`src/rtl/control_rx_if.sv`:
```
// -----------------------------------------------------------------------------
// control_rx_if
// Host-side handshake of the UART receive controller.
//   o_data   received word, bit 0 = first data bit on the line
//   o_valid  o_data holds a word the host has not consumed yet
//   i_ack    host consumes o_data while o_valid = 1
// Modports:
//   master   the receiver (drives o_data / o_valid, samples i_ack)
//   slave    the host     (samples o_data / o_valid, drives i_ack)
// -----------------------------------------------------------------------------
`timescale 1ns/1ps

interface control_rx_if #(
  parameter int DATA_BITS = 8
);
  logic [DATA_BITS-1:0] o_data;
  logic                 o_valid;
  logic                 i_ack;

  modport master (output o_data, output o_valid, input i_ack);
  modport slave  (input o_data, input o_valid, output i_ack);
endinterface

```
`src/rtl/control_rx.sv`:
```
// -----------------------------------------------------------------------------
// control_rx
// UART receive controller: synchronises the serial line, validates the start
// bit at mid-bit, deserialises LSB-first data, checks the stop bit (and even
// parity when built with UART_RX_PARITY_EN) and hands each word to the host
// over a valid/ack handshake.
//
// Ports
//   clk            system clock
//   rst            synchronous, active-low reset
//   i_rx           asynchronous serial line, idles high
//   i_sample_tick  one-cycle enable at OVERSAMPLE x baud rate
//   host           control_rx_if.master: o_data / o_valid / i_ack
//   o_busy         a frame is in progress (state other than IDLE)
//   o_frame_err    1-clock pulse: stop bit sampled low
//   o_parity_err   1-clock pulse: parity mismatch (0 without the macro)
//   o_overrun      1-clock pulse: good frame dropped, o_valid still set
//
// Build option
//   UART_RX_PARITY_EN  adds the even-parity bit between data and stop.
// -----------------------------------------------------------------------------
`timescale 1ns/1ps

module control_rx #(
  parameter int OVERSAMPLE = 16,
  parameter int DATA_BITS  = 8
) (
  input  logic                clk,
  input  logic                rst,
  input  logic                i_rx,
  input  logic                i_sample_tick,
  control_rx_if.master        host,
  output logic                o_busy,
  output logic                o_frame_err,
  output logic                o_parity_err,
  output logic                o_overrun
);

  localparam int TW = $clog2(OVERSAMPLE);
  localparam int BW = $clog2(DATA_BITS + 1);

  localparam logic [TW-1:0] TICK_MID  = TW'(OVERSAMPLE / 2 - 1);
  localparam logic [TW-1:0] TICK_LAST = TW'(OVERSAMPLE - 1);
  localparam logic [BW-1:0] BIT_LAST  = BW'(DATA_BITS - 1);

  typedef enum logic [2:0] {
    S_IDLE,
    S_START,
    S_DATA,
`ifdef UART_RX_PARITY_EN
    S_PARITY,
`endif
    S_STOP,
    S_BREAK
  } state_t;

  state_t               state_q;
  logic [TW-1:0]        tick_cnt_q;
  logic [BW-1:0]        bit_cnt_q;
  logic [DATA_BITS-1:0] shift_q;
  logic [DATA_BITS-1:0] data_q;
  logic                 valid_q;
  logic                 frame_err_q;
  logic                 overrun_q;
  logic                 rx_meta_q;
  logic                 rx_q;
  logic                 rx;

  // Two-flop synchroniser; resets to the idle (high) line level so a reset
  // never looks like a start edge.
  // NOTE: sequential state is always written with <=, so every flop samples
  // the pre-edge value of the others regardless of statement order.
  always_ff @(posedge clk) begin
    if (!rst) begin
      rx_meta_q <= 1'b1;
      rx_q      <= 1'b1;
    end else begin
      rx_meta_q <= i_rx;
      rx_q      <= rx_meta_q;
    end
  end

  assign rx = rx_q;

`ifdef UART_RX_PARITY_EN
  logic par_bad_q;     // parity verdict, acted on at the stop sample
  logic parity_err_q;
`endif

  // NOTE: the shift register is plain flops, not a memory, so it is cleared
  // in reset along with everything else.
  always_ff @(posedge clk) begin
    if (!rst) begin
      state_q      <= S_IDLE;
      tick_cnt_q   <= '0;
      bit_cnt_q    <= '0;
      shift_q      <= '0;
      data_q       <= '0;
      valid_q      <= 1'b0;
      frame_err_q  <= 1'b0;
      overrun_q    <= 1'b0;
`ifdef UART_RX_PARITY_EN
      par_bad_q    <= 1'b0;
      parity_err_q <= 1'b0;
`endif
    end else begin
      // Pulses default low; a later assignment in this block wins.
      frame_err_q <= 1'b0;
      overrun_q   <= 1'b0;
`ifdef UART_RX_PARITY_EN
      parity_err_q <= 1'b0;
`endif
      // Host consumption acts on every clock; a completion below overrides.
      if (valid_q && host.i_ack) valid_q <= 1'b0;

      if (i_sample_tick) begin
        case (state_q)
          S_IDLE: begin
            if (!rx) begin
              state_q    <= S_START;
              tick_cnt_q <= '0;
            end
          end

          S_START: begin
            if (tick_cnt_q == TICK_MID) begin
              if (!rx) begin
                state_q    <= S_DATA;
                tick_cnt_q <= '0;
                bit_cnt_q  <= '0;
              end else begin
                state_q <= S_IDLE;       // glitch, silently ignored
              end
            end else begin
              tick_cnt_q <= tick_cnt_q + 1'b1;
            end
          end

          S_DATA: begin
            if (tick_cnt_q == TICK_LAST) begin
              shift_q    <= {rx, shift_q[DATA_BITS-1:1]};
              tick_cnt_q <= '0;
              bit_cnt_q  <= bit_cnt_q + 1'b1;
              if (bit_cnt_q == BIT_LAST) begin
`ifdef UART_RX_PARITY_EN
                state_q <= S_PARITY;
`else
                state_q <= S_STOP;
`endif
              end
            end else begin
              tick_cnt_q <= tick_cnt_q + 1'b1;
            end
          end

`ifdef UART_RX_PARITY_EN
          S_PARITY: begin
            if (tick_cnt_q == TICK_LAST) begin
              // Even parity: data bits plus parity bit must XOR to zero.
              par_bad_q  <= (^shift_q) ^ rx;
              tick_cnt_q <= '0;
              state_q    <= S_STOP;
            end else begin
              tick_cnt_q <= tick_cnt_q + 1'b1;
            end
          end
`endif

          S_STOP: begin
            if (tick_cnt_q == TICK_LAST) begin
              tick_cnt_q <= '0;
              if (!rx) begin
                frame_err_q <= 1'b1;
                state_q     <= S_BREAK;
`ifdef UART_RX_PARITY_EN
              end else if (par_bad_q) begin
                parity_err_q <= 1'b1;
                state_q      <= S_IDLE;
`endif
              end else begin
                state_q <= S_IDLE;
                if (!valid_q || host.i_ack) begin
                  data_q  <= shift_q;
                  valid_q <= 1'b1;
                end else begin
                  overrun_q <= 1'b1;
                end
              end
            end else begin
              tick_cnt_q <= tick_cnt_q + 1'b1;
            end
          end

          // Held-low line: wait for it to return high so one break gives
          // exactly one frame error.
          S_BREAK: begin
            if (rx) state_q <= S_IDLE;
          end

          default: state_q <= S_IDLE;
        endcase
      end
    end
  end

  assign host.o_data  = data_q;
  assign host.o_valid = valid_q;
  assign o_busy       = (state_q != S_IDLE);
  assign o_frame_err  = frame_err_q;
  assign o_overrun    = overrun_q;
`ifdef UART_RX_PARITY_EN
  assign o_parity_err = parity_err_q;
`else
  assign o_parity_err = 1'b0;
`endif

endmodule
```
`src/flat_wrapper.sv`:
```
// flat-port wrapper written by rule: the top's interface ports become plain ports
module control_rx_flat 
#(
  parameter int OVERSAMPLE = 16,
  parameter int DATA_BITS  = 8
)
  (clk, rst, i_rx, i_sample_tick, o_busy, o_frame_err, o_parity_err, o_overrun, host_o_data, host_o_valid, host_i_ack);
  control_rx_if #(.DATA_BITS(DATA_BITS)) host_i ();
  input  logic clk;
  input  logic rst;
  input  logic i_rx;
  input  logic i_sample_tick;
  output logic o_busy;
  output logic o_frame_err;
  output logic o_parity_err;
  output logic o_overrun;
  output wire logic [$bits(host_i.o_data)-1:0] host_o_data;
  output wire logic [$bits(host_i.o_valid)-1:0] host_o_valid;
  input wire logic [$bits(host_i.i_ack)-1:0] host_i_ack;
  assign host_o_data = host_i.o_data;
  assign host_o_valid = host_i.o_valid;
  assign host_i.i_ack = host_i_ack;
  control_rx #(.OVERSAMPLE(OVERSAMPLE), .DATA_BITS(DATA_BITS)) u_core (.clk(clk), .rst(rst), .i_rx(i_rx), .i_sample_tick(i_sample_tick), .host(host_i), .o_busy(o_busy), .o_frame_err(o_frame_err), .o_parity_err(o_parity_err), .o_overrun(o_overrun));
endmodule
```
`config.mk`:
```
export PLATFORM = sky130hd
export DESIGN_NAME = control_rx_flat
export DESIGN_NICKNAME = d
export VERILOG_FILES = /design/src/rtl/control_rx_if.sv /design/src/rtl/control_rx.sv /design/src/flat_wrapper.sv
export SDC_FILE = /design/constraint.sdc
export NUM_CORES = 1
export LEC_CHECK = 0
export ABC_AREA = 1
export ABC_CLOCK_PERIOD_IN_PS = 3260
export BUFFER_PORTS_ARGS = -buffer_cell sky130_fd_sc_hd__buf_2
export CAP_MARGIN = 20
export CELL_PAD_IN_SITES_DETAIL_PLACEMENT = 0
export CELL_PAD_IN_SITES_GLOBAL_PLACEMENT = 2
export CORE_UTILIZATION = 35
export CTS_CLUSTER_DIAMETER = 30
export DETAILED_ROUTE_END_ITERATION = 7
export GPL_ROUTABILITY_DRIVEN = 0
export PLACE_DENSITY = 0.81
export SLEW_MARGIN = 0
export SYNTH_ARGS = -nofsm -noshare
export SYNTH_HDL_FRONTEND = slang
export SYNTH_SLANG_ARGS = --single-unit
```
`constraint.sdc`:
```
create_clock -name clk -period 3.26 [get_ports clk]
set_clock_uncertainty 0.2 [all_clocks]
set_input_delay 0.489 -clock clk [delete_from_list [all_inputs] [get_ports clk]]
set_output_delay 0.489 -clock clk [all_outputs]
set_load 0.005 [all_outputs]
```
==> flow_summary.ini, run 1 <==
[status]
outcome = completed

[detailed_routing]
initialDrtViolationCount = 70
wire_per_inst_um = 13.1
vias = 1331
wl_mm = 3.58
ant_nets = 0
drt_first_pass_iters = 4
vias_per_cell = 4.86
drc = 0

[place]
io_buffer_count = 16
hpwl_mm = 2.66
dp.cells = 266

[cts]
cts_buffers = 5
cts_buffer_depth = 2
cts.sinks = 32
holdBufCountCts = 0
clkTransAtPathRegs_ps = 70
cts_resized = 0
h-tree-depth = 2
cts-root-buf = clkbuf_8
cts_setup_buffers = 0
cts_tree = done
clk_latency_ps = 280

[setup_path]
r2r_slack_ps = 1360
r2r-start = u_core.tick_cnt_q[1]$_SDFFE_PN0P_
critPathKind = reg -> reg
crit_path_end_kind = flop
worstPathArrival_ps = 1920
cp-start-kind = flop
r2r-end = u_core.host.o_data[4]$_SDFFE_PN0P_
r2r_cells = 7
crit_required_ps = 3280
path_max_fanout = 11

[timing]
finalSetupViolCount = 0
whs_ps = 194
fin_crit_sh_pct = 58.3
worstMarginPinSlew_ps = 694
relSlewSlack_pct = 53.6
setup_tns_ps = 0
rsz0062_at_grt = false
drv_slew = 0
period_minus_slack_ps = 1900
timing.fmax_mhz = 526
hold_viol = 0

[layout]
drive_gt1_share_pct = 17.9
final_common_cell = nand2_1
final_cells = 274
antenna_cells = 0
final_cell_mix = nand2_1 (39), nor2_1 (34), dfxtp_1 (32), o21ai_0 (17), buf_2 (16)
syn2layout_area_growth_pct = 12.7
nNetsFinal = 230

[synth]
yosysUniqueCellTypes = 31
avgSynthCellArea_sq_um = 7.31
ys_seq_elements = 32
ys_warn_count = 0
synth_fp_nets = 214
ys_seq_area_share_pct = 42.3
synth_top_flop_cell = dfxtp_1
synthArstFlopShare_pct = 0
synth_cells = 207
syn_area_sq_mm = 0.00151
synth-edff-count = 0

[grt]
grt_pass1_vias = 1310
track_usage_pct = 18.2
grt_pass1_wl_mm = 6.11
grt-ovfl-total = 0
grt_max_degree = 23
antenna_found_initial = 0

[floorplanning]
rows = 23
start_util_pct = 37.0
io_pins = 18
die_h_um = 67.7
core_area_sq_mm = 0.00409
die_area_sq_mm = 0.00459
die_x_um = 67.7

[min_path]
holdPathStages = 2
min-delay-start = i_rx
hold_end = u_core.rx_meta_q$_SDFF_PN1_
hp-class = in -> reg

[power]
p_leak_nw = 0.749
irDropWorstVdd_mv = 0.334
report.power.total_mw = 1.02
power_density_mw_per_mm2 = 599

[run]
maxCapViolCount = 0
[cells in the mapped netlist (3+ instances only)]
library cell / n / area [sq um]
a21oi_1: 12 / 60.1
dfxtp_1: 32 / 641
inv_1: 15 / 56.3
nand2_1: 39 / 146
nand2_2: 4 / 25.0
nand3_1: 13 / 65.1
nand4_1: 3 / 18.8
nor2_1: 34 / 128
nor2_4: 3 / 33.8
nor3_1: 10 / 50.1
o21ai_0: 17 / 85.1
[registers in the layout, summed over array words and instances, names as in the netlist]
signal               count
u_core.host.o_data       8
u_core.shift_q           8
u_core.bit_cnt_q         4
u_core.tick_cnt_q        4
u_core.state_q           3
u_core.host.o_valid      1
u_core.o_frame_err       1
u_core.o_overrun         1
u_core.rx                1
u_core.rx_meta_q         1
[area by class of cell]
type | count | area [sq um]
Fill cell | 435 | 2380
Multi-Input combinational cell | 151 | 749
Sequential cell | 32 | 641
Timing Repair Buffer | 16 | 80.1
Clock buffer | 6 | 72.6
Inverter | 17 | 65.1
Tap cell | 50 | 62.6
Clock inverter | 2 | 35.0
[logic make-up after synthesis]
group	Yosys count	synth area share, %
other	1	0.248
adders and majority gates	2	1.65
DFF	32	42.3
buffers and inverters	24	8.10
xor gates and xnor gates	2	1.16
and+or+nand+nor	114	35.3
AOI/OAI and AO/OA	32	11.2
[critical path, cell delays in order, from the launching register on]
cell and delay, ps:
dfxtp_1 420, ha_1 270, nand3_2 140, nor2_4 140, nand3_2 210, nor2_4 230, o21ai_0 110, nor2_1 110
[how the worst max path moves through the flow]
stage / startpoint / to / slack [ps] / cells after the start
2_1_floorplan: u_core.tick_cnt_q[1]$_SDFFE_PN0P_ / u_core.host.o_data[1]$_SDFFE_PN0P_ / 1670 / 7
3_3_place_gp: host_i_ack / u_core.host.o_data[0]$_SDFFE_PN0P_ / 1460 / 5
3_5_place_dp: u_core.tick_cnt_q[1]$_SDFFE_PN0P_ / u_core.host.o_data[4]$_SDFFE_PN0P_ / 1370 / 7
4_1_cts: u_core.tick_cnt_q[1]$_SDFFE_PN0P_ / u_core.host.o_data[4]$_SDFFE_PN0P_ / 1360 / 7
5_1_grt: u_core.tick_cnt_q[1]$_SDFFE_PN0P_ / u_core.host.o_data[5]$_SDFFE_PN0P_ / 1130 / 7
6_report: u_core.tick_cnt_q[1]$_SDFFE_PN0P_ / u_core.host.o_data[4]$_SDFFE_PN0P_ / 1360 / 7
[power by group]
part | switching, mW | total [mW] | leakage (nW) | internal, mW
registers | 0.0277 | 0.435 | 0.259 | 0.408
clock network | 0.143 | 0.370 | 0.0552 | 0.227
logic | 0.148 | 0.216 | 0.435 | 0.0689
[metal layers]
layer | vias up | routed length (um) | track usage (%)
li1 | 701 | - | -
met1 | 604 | 1760 | 24.2
met2 | 24 | 1650 | 28.2
met3 | 2 | 145 | 5.24
met4 | 0 | 19 | 5.59
met5 | - | 0 | 0
[through the flow]
stage	util [%]	area, sq um	worst slack, ps
2_1_floorplan	-	1510	1670
3_3_place_gp	39.1	1600	1460
3_5_place_dp	39.1	1600	1370
4_1_cts	41.7	1710	1360
5_1_grt	41.7	1710	1130
6_report	41.7	1710	1360
(Power assumes the default switching activity.)
==> run 2, diff against run 1 <==
--- a/config.mk
+++ b/config.mk
@@ -5,8 +5,8 @@
 export SDC_FILE = /design/constraint.sdc
 export NUM_CORES = 1
 export LEC_CHECK = 0
-export ABC_AREA = 1
-export ABC_CLOCK_PERIOD_IN_PS = 3260
+export ABC_AREA = 0
+export ABC_CLOCK_PERIOD_IN_PS = 1900
 export BUFFER_PORTS_ARGS = -buffer_cell sky130_fd_sc_hd__buf_2
 export CAP_MARGIN = 20
 export CELL_PAD_IN_SITES_DETAIL_PLACEMENT = 0
@@ -15,7 +15,7 @@
 export CTS_CLUSTER_DIAMETER = 30
 export DETAILED_ROUTE_END_ITERATION = 7
 export GPL_ROUTABILITY_DRIVEN = 0
-export PLACE_DENSITY = 0.81
+export PLACE_DENSITY = 0.76
 export SLEW_MARGIN = 0
 export SYNTH_ARGS = -nofsm -noshare
 export SYNTH_HDL_FRONTEND = slang
==> constraint.sdc (replaced) <==
create_clock -name clk -period 1.9 [get_ports clk]
set_clock_uncertainty 0.2 [all_clocks]
set_input_delay 0.285 -clock clk [delete_from_list [all_inputs] [get_ports clk]]
set_output_delay 0.285 -clock clk [all_outputs]
set_load 0.005 [all_outputs]
==> run 2 against run 1 <==
Compared with the run above: utilization up 3.0 points; via count up 1.2%; cell count down 9.9%; routed wire length down 1.8%; register-to-register slack worse by 1200 ps.
==> flow_summary.ini, run 2 <==
[detailed_routing]
vias_per_cell = 5.45
vias = 1347
ant_nets = 0
drt_first_pass_iters = 4
wl_mm = 3.51
wire_per_inst_um = 14.2
drc = 0
initialDrtViolationCount = 138

[synth]
yosysTopAreaCell = dfxtp_1
synthArstFlopShare_pct = 0
yosysMostFrequentCell = dfxtp_1
syn_area_sq_mm = 0.00155
yosysUniqueCellTypes = 45
ys_seq_elements = 32
synth_fp_nets = 182
avgSynthCellArea_sq_um = 8.86
ys_seq_area_share_pct = 41.3
synth-edff-count = 0
synthTopCellsByArea = dfxtp_1 (41%), mux2i_1 (5.8%), nand2_1 (4.8%)
synth_top_flop_cell = dfxtp_1
ys_warn_count = 0
synthTopCellsByCount = dfxtp_1 (32), nand2_1 (20), nand3_1 (13)
synth_cells = 175
synth_top_area_share_pct = 41.3

[power]
report.power.total_mw = 1.39
clkPwrFrac_pct = 45.7
power_density_mw_per_mm2 = 755
p_leak_nw = 0.677
power.internal_mw = 1.09
p_sw_share_pct = 21.4
power.net_switching_mw = 0.297
pwr-share-seq_pct = 48.7
pwr-share-comb_pct = 5.6
irDropWorstVdd_mv = 0.402

[cts]
cts_setup_buffers = 0
cts_buffer_depth = 2
cts-root-buf = clkbuf_8
cts_buffers = 5
clk_latency_ps = 280
clkTransAtPathRegs_ps = 60
h-tree-depth = 2
cts_tree = done
cts.sinks = 32
cts_resized = 0

[timing]
hold_viol = 0
fin_ws_ps = 110
period_minus_slack_ps = 1790
fin_crit_sh_pct = 94.2
setup_tns_ps = 0
whs_ps = 149
drv_slew = 0
rsz0062_at_grt = false
finalSetupViolCount = 0
worstMarginPinSlew_ps = 501
timing.fmax_mhz = 559
relSlewSlack_pct = 65.7

[setup_path]
crit_required_ps = 1410
crit_path_end_kind = primary output
worstPathArrival_ps = 1310
critPathKind = reg -> out
path_max_fanout = 7
cp-start-kind = flop
r2r_cells = 4

[floorplanning]
io_pins = 18
start_util_pct = 37.7
die_area_sq_mm = 0.00470
core_area_sq_mm = 0.00412
die_h_um = 68.6
rows = 23
die_x_um = 68.6

[layout]
final_common_cell = dfxtp_1
final_core_util_pct = 44.8
syn2layout_area_growth_pct = 18.8
fin_area_sq_mm = 0.00184
final_cell_mix = dfxtp_1 (32), nand2_1 (20), buf_2 (16), nand3_1 (13), buf_4 (13)
nNetsFinal = 203
drive_gt1_share_pct = 21.3
final_cells = 247
antenna_cells = 0

[place]
dp.cells = 238
io_buffer_count = 16
placed_area_sq_mm = 0.00172
place_ws_ps = 117
hpwl_mm = 2.43

[grt]
antenna_found_initial = 0
grt_pass1_vias = 1331
grt-ovfl-total = 0
track_usage_pct = 17.6
grt_pass1_wl_mm = 6.07
grt_max_degree = 28

[min_path]
hp-class = in -> reg
holdPathStages = 2

[status]
outcome = completed

[run]
maxCapViolCount = 0
==> run 2: cell count changes in the layout (fill, tap and decap cells not counted), sizes merged, moves of 5 or more <==
cell	previous run	this run
mux2i	0	9
a21oi	12	4
nor2	38	1
nor2b	0	5
o21ai	17	11
nand2	44	20
a21boi	0	8
buf	16	30
nor3	11	3
inv	16	6
==> run 2: worst paths after layout <==
check	start	endpoint	slack, ps
worst min-delay path	rst	u_core.rx_meta_q$_SDFF_PN1_	150
worst max register to register	u_core.tick_cnt_q[0]$_SDFFE_PN0P_	u_core.bit_cnt_q[3]$_SDFFE_PN0P_	140
worst max-delay path	u_core.state_q[1]$_SDFFE_PN0P_	o_busy	110
worst min register to register	u_core.rx_meta_q$_SDFF_PN1_	u_core.rx$_SDFF_PN1_	210
==> run 2: kinds of logic after synthesis <==
family	synth area share, %
AOI/OAI and AO/OA	17.4
xor gates and xnor gates	0.565
adders and majority gates	1.61
buffers and inverters	7.02
DFF	41.3
muxes	5.81
other	0.242
and+or+nand+nor	26.0
==> run 2: worst max-delay path, stage by stage, from the launching register on <==
cell	delay [ps]
dfxtp_1	390
buf_4	180
or3_1	320
buf_2	130
==> run 2: metal layers <==
layer | part of all wire, % | track usage [%]
met1 | 48 | 22.8
met5 | 0 | 0
met3 | 4.5 | 3.95
met4 | 1.5 | 7.03
met2 | 46 | 28.3
==> run 2: cell type report <==
class,instances,area [sq um]
Fill cell,425,2270
Multi-Input combinational cell,120,801
Sequential cell,32,641
Timing Repair Buffer,31,208
Clock buffer,6,72.6
Tap cell,50,62.6
Clock inverter,2,35.0
Inverter,6,22.5
==> run 2: power groups by stage <==
stage,Sequential (mW),Clock (mW),Combinational [mW]
4_1_cts,0.677,0.650,0.0774
6_report,0.677,0.635,0.0782
2_1_floorplan,0.691,0,0.0528
3_5_place_dp,0.693,0,0.0754
5_1_grt,0.677,0.677,0.0871
3_3_place_gp,0.693,0,0.0756
==> run 2: timing repair <==
| action | in CTS | in global routing |
|---|---|---|
| hold buffers | 1 | 0 |
| setup endpoints to repair | 0 | 5 |
| hold endpoints to repair | 1 | 0 |
==> run 3, diff against run 2 <==
--- a/config.mk
+++ b/config.mk
@@ -11,11 +11,12 @@
 export CAP_MARGIN = 20
 export CELL_PAD_IN_SITES_DETAIL_PLACEMENT = 0
 export CELL_PAD_IN_SITES_GLOBAL_PLACEMENT = 2
-export CORE_UTILIZATION = 35
+export CORE_UTILIZATION = 36
+export CTS_BUF_LIST = sky130_fd_sc_hd__clkbuf_8
 export CTS_CLUSTER_DIAMETER = 30
 export DETAILED_ROUTE_END_ITERATION = 7
 export GPL_ROUTABILITY_DRIVEN = 0
-export PLACE_DENSITY = 0.76
+export PLACE_DENSITY = 0.78
 export SLEW_MARGIN = 0
 export SYNTH_ARGS = -nofsm -noshare
 export SYNTH_HDL_FRONTEND = slang
==> run 3 against run 2 <==
Compared with the run above: first-iteration DRC count decreased by 54%; die area is 2.7% lower; sequential share of layout area about the same; critical path type is now reg -> reg; largest cell class unchanged.
==> flow_summary.ini, run 3 (synthesis results as in run 2) <==
[cts]
cts.sinks = 32
cts_tree = done
cts_buffer_depth = 2
cts_buffers = 5
clkTransAtPathRegs_ps = 70
cts-root-buf = clkbuf_8
h-tree-depth = 2
clk_latency_ps = 270

[grt]
grt_max_degree = 32
antenna_found_initial = 0
grt_pass1_wl_mm = 5.54
grt-ovfl-total = 0
grt_pass1_vias = 1178
track_usage_pct = 16.4

[place]
placed_area_sq_mm = 0.00173
hpwl_mm = 2.44
io_buffer_count = 16

[timing]
hold_viol = 0
setup_tns_ps = 0
finalSetupViolCount = 0
drv_slew = 0
whs_ps = 179
fin_crit_sh_pct = 95.0
period_minus_slack_ps = 1800
timing.fmax_mhz = 554

[setup_path]
critPathKind = reg -> reg
crit_required_ps = 1900
cp-start-kind = flop
path_max_fanout = 8
path_depth = 5
crit_path_end_kind = flop
crit_chain = ha_1 > nand4_4 > nor4_4 > buf_4 > mux2i_1
cp_num_buf_inv = 1
r2r-start = u_core.tick_cnt_q[1]$_SDFFE_PN0P_
slowest_delay_ps = 360
r2r_cells = 5
r2r_slack_ps = 100
worstPathArrival_ps = 1800
critPathTopFamily = simple AND/OR/NAND/NOR gates
slowest_stage = dfxtp_1
r2r-end = u_core.host.o_data[6]$_SDFFE_PN0P_

[floorplanning]
die_area_sq_mm = 0.00457
die_h_um = 67.6
die_x_um = 67.6
rows = 23
core_area_sq_mm = 0.00406
start_util_pct = 38.2
io_pins = 18

[layout]
final_common_cell = dfxtp_1
final_cell_mix = dfxtp_1 (32), nand2_1 (20), buf_2 (16), buf_4 (16), nand3_1 (13)
drive_gt1_share_pct = 22.6
syn2layout_area_growth_pct = 19.0
fin_area_sq_mm = 0.00184
nNetsFinal = 205
antenna_cells = 0

[min_path]
holdPathStages = 2
hp-class = in -> reg
min-delay-start = rst
hold_end = u_core.state_q[2]$_SDFFE_PN0P_

[power]
power.internal_mw = 0.990
pwr-share-seq_pct = 53.3
p_leak_nw = 0.694
p_sw_share_pct = 22.1
irDropWorstVdd_mv = 0.407
clkPwrFrac_pct = 40.6
pwr-share-comb_pct = 6.1
report.power.total_mw = 1.27
power_density_mw_per_mm2 = 689
power.net_switching_mw = 0.281

[detailed_routing]
ant_nets = 0
vias_per_cell = 5.34
drt_first_pass_iters = 4
drc = 0
wl_mm = 3.45
vias = 1330
wire_per_inst_um = 13.9
initialDrtViolationCount = 64

[run]
maxCapViolCount = 0

[status]
outcome = completed
==> run 3: through the flow <==
step	std cells	setup WS, ps	utilization (%)
finish	249	95.5	45.5
floorplan	175	82.9	-
global route	249	-0.300	45.5
detailed placement	240	45.3	42.6
global placement	240	127	42.6
CTS	249	26.8	45.0
==> run 3: what timing repair did <==
action / 4_1_cts / 5_1_grt
gates resized for setup: 0 / 3
setup buffers: 0 / 0
setup endpoints to repair: 0 / 10
hold buffers: 1 / 0
endpoints found under the hold margin: 1 / 0
==> run 3: worst max path at each step <==
stage,from,endpoint,slack (ps)
floorplan,u_core.tick_cnt_q[0]$_SDFFE_PN0P_,u_core.host.o_data[0]$_SDFFE_PN0P_,80
global placement,u_core.tick_cnt_q[0]$_SDFFE_PN0P_,u_core.host.o_data[0]$_SDFFE_PN0P_,130
detailed placement,u_core.tick_cnt_q[1]$_SDFFE_PN0P_,u_core.host.o_data[7]$_SDFFE_PN0P_,50
CTS,u_core.tick_cnt_q[1]$_SDFFE_PN0P_,u_core.host.o_data[7]$_SDFFE_PN0P_,30
global route,u_core.tick_cnt_q[0]$_SDFFE_PN0P_,u_core.host.o_data[5]$_SDFFE_PN0P_,-0.3
finish,u_core.tick_cnt_q[1]$_SDFFE_PN0P_,u_core.host.o_data[6]$_SDFFE_PN0P_,100
==> run 3: power by group through the flow <==
| stage | logic [mW] | clock network (mW) | registers, mW |
|---|---|---|---|
| finish | 0.0776 | 0.515 | 0.678 |
| global route | 0.0846 | 0.563 | 0.677 |
| CTS | 0.0762 | 0.535 | 0.677 |
| detailed placement | 0.0743 | 0 | 0.693 |
| global placement | 0.0740 | 0 | 0.692 |
| floorplan | 0.0528 | 0 | 0.691 |
==> run 3: layout make-up <==
type,count,area [sq um]
Tap cell,50,62.6
Multi-Input combinational cell,120,818
Clock buffer,6,82.6
Inverter,6,22.5
Clock inverter,2,7.51
Timing Repair Buffer,33,210
Fill cell,398,2210
Sequential cell,32,641
==> run 3: routing by layer <==
layer / routed length (um) / up-vias / part of all wire (%) / GRT usage (%)
met3: 195 / 5 / 5.6 / 4.05
met4: 35 / 0 / 1.0 / 5.85
met1: 1620 / 609 / 47 / 22.9
met5: 0 / - / 0 / 0
met2: 1600 / 46 / 46 / 24.1
li1: - / 670 / - / -
